**config.mk**
```make
export PLATFORM = sky130hd
export DESIGN_NAME = seq_frame_tx
export DESIGN_NICKNAME = d
export VERILOG_FILES = /design/src/rtl/seq_frame_tx.sv
export SDC_FILE = /design/constraint.sdc
export NUM_CORES = 1
export LEC_CHECK = 0
export BUFFER_PORTS_ARGS = -buffer_cell sky130_fd_sc_hd__buf_2
export CAP_MARGIN = 20
export CORE_UTILIZATION = 59
export DETAILED_ROUTE_END_ITERATION = 16
export GPL_TIMING_DRIVEN = 0
export HOLD_SLACK_MARGIN = 0.02
export PLACE_DENSITY_LB_ADDON = 0.3
export SYNTH_ARGS = -nofsm -noshare
export SYNTH_HDL_FRONTEND = slang
export SYNTH_SLANG_ARGS = --single-unit
```
**constraint.sdc**
```tcl
create_clock -name clk -period 4.4 [get_ports clk]
set_clock_uncertainty 0.2 [all_clocks]
set_input_delay 1.32 -clock clk [delete_from_list [all_inputs] [get_ports clk]]
set_output_delay 1.32 -clock clk [all_outputs]
set_load 0.005 [all_outputs]
```
**src/rtl/seq_frame_tx.sv**
```systemverilog
// seq_frame_tx: serial frame transmitter for the single-wire 1011-sync link.
// Latency: first frame bit (sync '1') appears on sout the cycle after the accept edge.
// Backpressure: start is only taken while ready=1; requests while busy are dropped.
//
// Ports:
//   clk    - clock, rising edge
//   rst    - synchronous active-low reset
//   start  - frame request, accepted when ready=1
//   data   - payload word, sampled on the accept edge only
//   sout   - serial line, idles at 0
//   ready  - idle and able to accept start
//   busy   - frame or gap in progress (always ~ready)
//   done   - one-cycle pulse in the first cycle after the last frame bit
module seq_frame_tx #(
  parameter int DATA_W    = 8,
  parameter int PARITY_EN = 1,
  parameter int GAP_BITS  = 2
) (
  input  logic              clk,
  input  logic              rst,
  input  logic              start,
  input  logic [DATA_W-1:0] data,
  output logic              sout,
  output logic              ready,
  output logic              busy,
  output logic              done
);

  // The one counter is reused by SYNC, DATA and GAP; it must hold the
  // largest per-state index (count-1) without wrapping.
  function automatic int max3(input int a, input int b, input int c);
    int m;
    m = a;
    if (b > m) m = b;
    if (c > m) m = c;
    return m;
  endfunction

  localparam int CNT_MAX = max3(4, DATA_W, GAP_BITS);
  localparam int CNT_W   = (CNT_MAX > 1) ? $clog2(CNT_MAX) : 1;

  typedef enum logic [2:0] {
    IDLE = 3'd0,
    SYNC = 3'd1,
    DATA = 3'd2,
    PAR  = 3'd3,
    GAP  = 3'd4
  } state_t;

  // state names the bit currently on sout; cnt is its index within that state.
  state_t            state;
  logic [CNT_W-1:0]  cnt;
  logic [DATA_W-1:0] shreg;
  logic              par;

  always_ff @(posedge clk) begin
    if (!rst) begin
      state <= IDLE;
      cnt   <= '0;
      shreg <= '0;
      par   <= 1'b0;
      sout  <= 1'b0;
      ready <= 1'b1;
      busy  <= 1'b0;
      done  <= 1'b0;
    end else begin
      done <= 1'b0;
      case (state)
        IDLE: begin
          sout <= 1'b0;
          if (start) begin
            state <= SYNC;
            cnt   <= '0;
            shreg <= data;
            par   <= ^data;
            sout  <= 1'b1;          // sync bit 0
            ready <= 1'b0;
            busy  <= 1'b1;
          end
        end

        SYNC: begin
          if (cnt == CNT_W'(3)) begin
            state <= DATA;
            cnt   <= '0;
            sout  <= shreg[DATA_W-1];
            shreg <= shreg << 1;
          end else begin
            cnt  <= cnt + CNT_W'(1);
            // Remaining sync bits after the leading 1 are 0,1,1: the next
            // bit is 0 only when leaving sync bit 0.
            sout <= (cnt != CNT_W'(0));
          end
        end

        DATA: begin
          if (cnt == CNT_W'(DATA_W - 1)) begin
            cnt <= '0;
            if (PARITY_EN != 0) begin
              state <= PAR;
              sout  <= par;
            end else begin
              sout <= 1'b0;
              done <= 1'b1;
              if (GAP_BITS > 0) begin
                state <= GAP;
              end else begin
                state <= IDLE;
                ready <= 1'b1;
                busy  <= 1'b0;
              end
            end
          end else begin
            cnt   <= cnt + CNT_W'(1);
            sout  <= shreg[DATA_W-1];
            shreg <= shreg << 1;
          end
        end

        PAR: begin
          cnt  <= '0;
          sout <= 1'b0;
          done <= 1'b1;
          if (GAP_BITS > 0) begin
            state <= GAP;
          end else begin
            state <= IDLE;
            ready <= 1'b1;
            busy  <= 1'b0;
          end
        end

        GAP: begin
          sout <= 1'b0;
          if (cnt == CNT_W'(GAP_BITS - 1)) begin
            state <= IDLE;
            cnt   <= '0;
            ready <= 1'b1;
            busy  <= 1'b0;
          end else begin
            cnt <= cnt + CNT_W'(1);
          end
        end

        default: begin
          state <= IDLE;
          cnt   <= '0;
          sout  <= 1'b0;
          ready <= 1'b1;
          busy  <= 1'b0;
        end
      endcase
    end
  end

endmodule

```
==> metrics.txt <==
status completed; crit-path leading delay family compound AO/OA/AOI/OAI gates; reg2reg setup slack 2.44 ns; buffer and inverter count on the worst path 2; Setup Fix Bufs, Post-CTS 0; die height approximately 45 um; initial antenna violation count 0; Syn Std Cell Area roughly 0.0011 sq mm; P per Cell Area about 320 mW/mm^2; DRT Pass-1 Iters 4; # IOs 15; met1 usage 0.2915; Pwr Total ~0.38 mW; Net Count, Synth about 140; proportion of synthesized chip area in sequential cells 0.3502; global route hottest layer met2; max-slew violation count 0; Routed Antenna Nets 0; global-route wire length before repair around 3500 um; Crit Path Class in2reg; Combinational Power Share 0.257; Max Root-Sink Buffers 2; GP Congestion 0.8810; Die X 44.91 um; gr ovfl total 0; synthesized area per cell between 9 and 10 sq um; Clock power frac 0.223; post-route insts no fill ~160; Initial Util 0.6290; initial DRC count 14; met3 usage 0.03600; ys async rst share 0; Num CTS Buffers 3; CP startpoint kind input pin; clk slew on worst S/H paths 0.10 ns; Leak Pwr 0.5389 nW; EDFF count, synth 0; area of the core 0.001727 sq mm; # hold bufs at CTS 0; placed insts roughly 160; Global Route Usage Sum 0.2374; P&R area growth vs syn 11.75%; worst-margin pin slew between 0.4 and 0.5 ns; Detail Placement HPWL 1653 um; worst-path cell chain buf_2, nor2_1, a311o_1, a21oi_4, buf_6, nand2_1, o211a_1; crit end category flip-flop; CTS Root Buffer Type clkbuf_4; port bufs 14; drt total wl ~2100 um; Max Cap Viol 0; highest clock rate 0.4089 GHz; diode count 0; die area 0.002016 sq mm; Tcrit/Tclk final 0.5558; ratio of cells with drive above 1 in the final layout 0.1667; switching share of power 0.2860; hold wc startpoint shreg[0]; RR Startpoint cnt[0]; Int Power 0.2732 mW; Crit path required time 4.39 ns; Fin Setup TNS 0 ns; worst vdd ir roughly 0.00022 V; P_sw 0.1094 mW; Slew HR 0.6803; synth unique cells 36; via density per instance 5.479; CTS sink cnt 19; Post-route DRC 0; ys flop type dfxtp_1; worst hold slack 0.2910 ns; Finish-stage setup viols 0; vias in the first global route 830; crit-path max FO 10; number of synthesis warnings 0; FF+latch count, synth 19; Nets 155; critical path's slowest cell a311o_1; Worst Setup SP start; via count around 890; met2 usage 0.4353; fin util 0.7029; CTS tree done; post-cts sizing count 0; hold violation count in the final report 0; CTS H-Tree Depth 1; largest net degree at the start of global routing 11; Crit path arrival time 2.44 ns; wire length per cell roughly 13 um; Syn Inst Count 120; final worst path period need 2.446 ns; std cell rows 15; Hold Path Class reg2reg; RSZ-0062 raised after global routing no; Flop pwr share 0.520; max incr delay on CP approximately 0.35 ns; clk_lat worst skew 0.29 ns
-- cells by family after synthesis --
| group | Yosys count | share of synthesized area |
|---|---|---|
| flops | 19 | 0.3502 |
| compound gates | 29 | 0.2131 |
| buf+inv | 10 | 0.04953 |
| simple gates | 43 | 0.2085 |
| xor+xnor | 7 | 0.05645 |
| fa+ha+maj | 5 | 0.05760 |
| mux | 7 | 0.06452 |
-- worst register-to-register path, cell delays in order (launching register included) --
cell and delay (ns):
dfxtp_1 0.42, ha_1 0.26, nand2_1 0.16, a22oi_1 0.23, o21ai_1 0.13, o41ai_1 0.35
and2_1 0.17
-- flip-flops by register name, indices dropped and copies added (netlist names) --
register  cells
busy          1
cnt           3
done          1
par           1
ready         1
shreg         8
sout          1
state         3
-- power groups by stage --
| stage | Combinational, mW | Clock (mW) | Sequential (mW) |
|---|---|---|---|
| after floorplan | 0.0756 | 0 | 0.200 |
| after global placement | 0.0959 | 0 | 0.202 |
| after detailed placement | 0.0984 | 0 | 0.203 |
| after CTS | 0.0988 | 0.0885 | 0.199 |
| after global routing | 0.108 | 0.0987 | 0.201 |
| final | 0.0984 | 0.0852 | 0.199 |
-- cell usage in the layout, fill, tap and decap left out, types with 2 or more instances in the layout --
cell type,instances
o211a_1,7
nand2b_1,5
dfxtp_1,19
ha_1,5
buf_4,2
nor2b_1,2
clkbuf_4,3
nand2_1,15
a21oi_1,3
inv_1,4
and2_1,4
o21ai_0,4
a22oi_1,2
mux2i_1,7
buf_2,15
nor2_1,5
nand3_1,2
xnor2_1,7
a21boi_0,3
clkbuf_1,3
nand3b_1,5
-- metrics by stage --
stage          worst slack (ns)  cell area, sq um
2_1_floorplan             1.883              1086
3_3_place_gp              1.665              1187
3_5_place_dp              1.638              1187
4_1_cts                   1.958              1214
5_1_grt                   1.911              1214
6_report                  1.954              1214
-- routing by layer --
layer	vias up	share of wire	wire (um)
met5	-	0	0
met4	0	0	0
met3	0	0.036	76
met2	26	0.52	1095
met1	412	0.44	927
li1	455	-	-
-- path summary, 6_finish.rpt --
kind / to / cells past startpoint
hold reg to reg: shreg[0] / 2
setup reg to reg: state[0] / 6
hold / removal: shreg[0] / 2
setup / recovery: shreg[6] / 7
-- synth_stat cells (3+ instances only) --
cell type   n  area (sq um)
mux2i_1     7         70.07
nand2_1    15         56.30
and2_1      4         25.02
nor2_1      5         18.77
a21boi_0    3         22.52
ha_1        5         62.56
nand2b_1    5         31.28
o21ai_0     4         20.02
dfxtp_1    19         380.4
nand3b_1    5         37.54
o211a_1     7         70.07
a21oi_1     3         15.01
xnor2_1     7         61.31
inv_1       4         15.01
-- area by class of cell --
type | instances | area (sq um)
Multi-Input combinational cell | 91 | 651.9
Fill cell | 139 | 513.0
Sequential cell | 19 | 380.4
Timing Repair Buffer | 14 | 70.07
Buffer | 6 | 38.79
Tap cell | 25 | 31.28
Clock buffer | 4 | 26.28
Inverter | 4 | 15.01
Note: power is estimated with default switching activity, not from simulation.
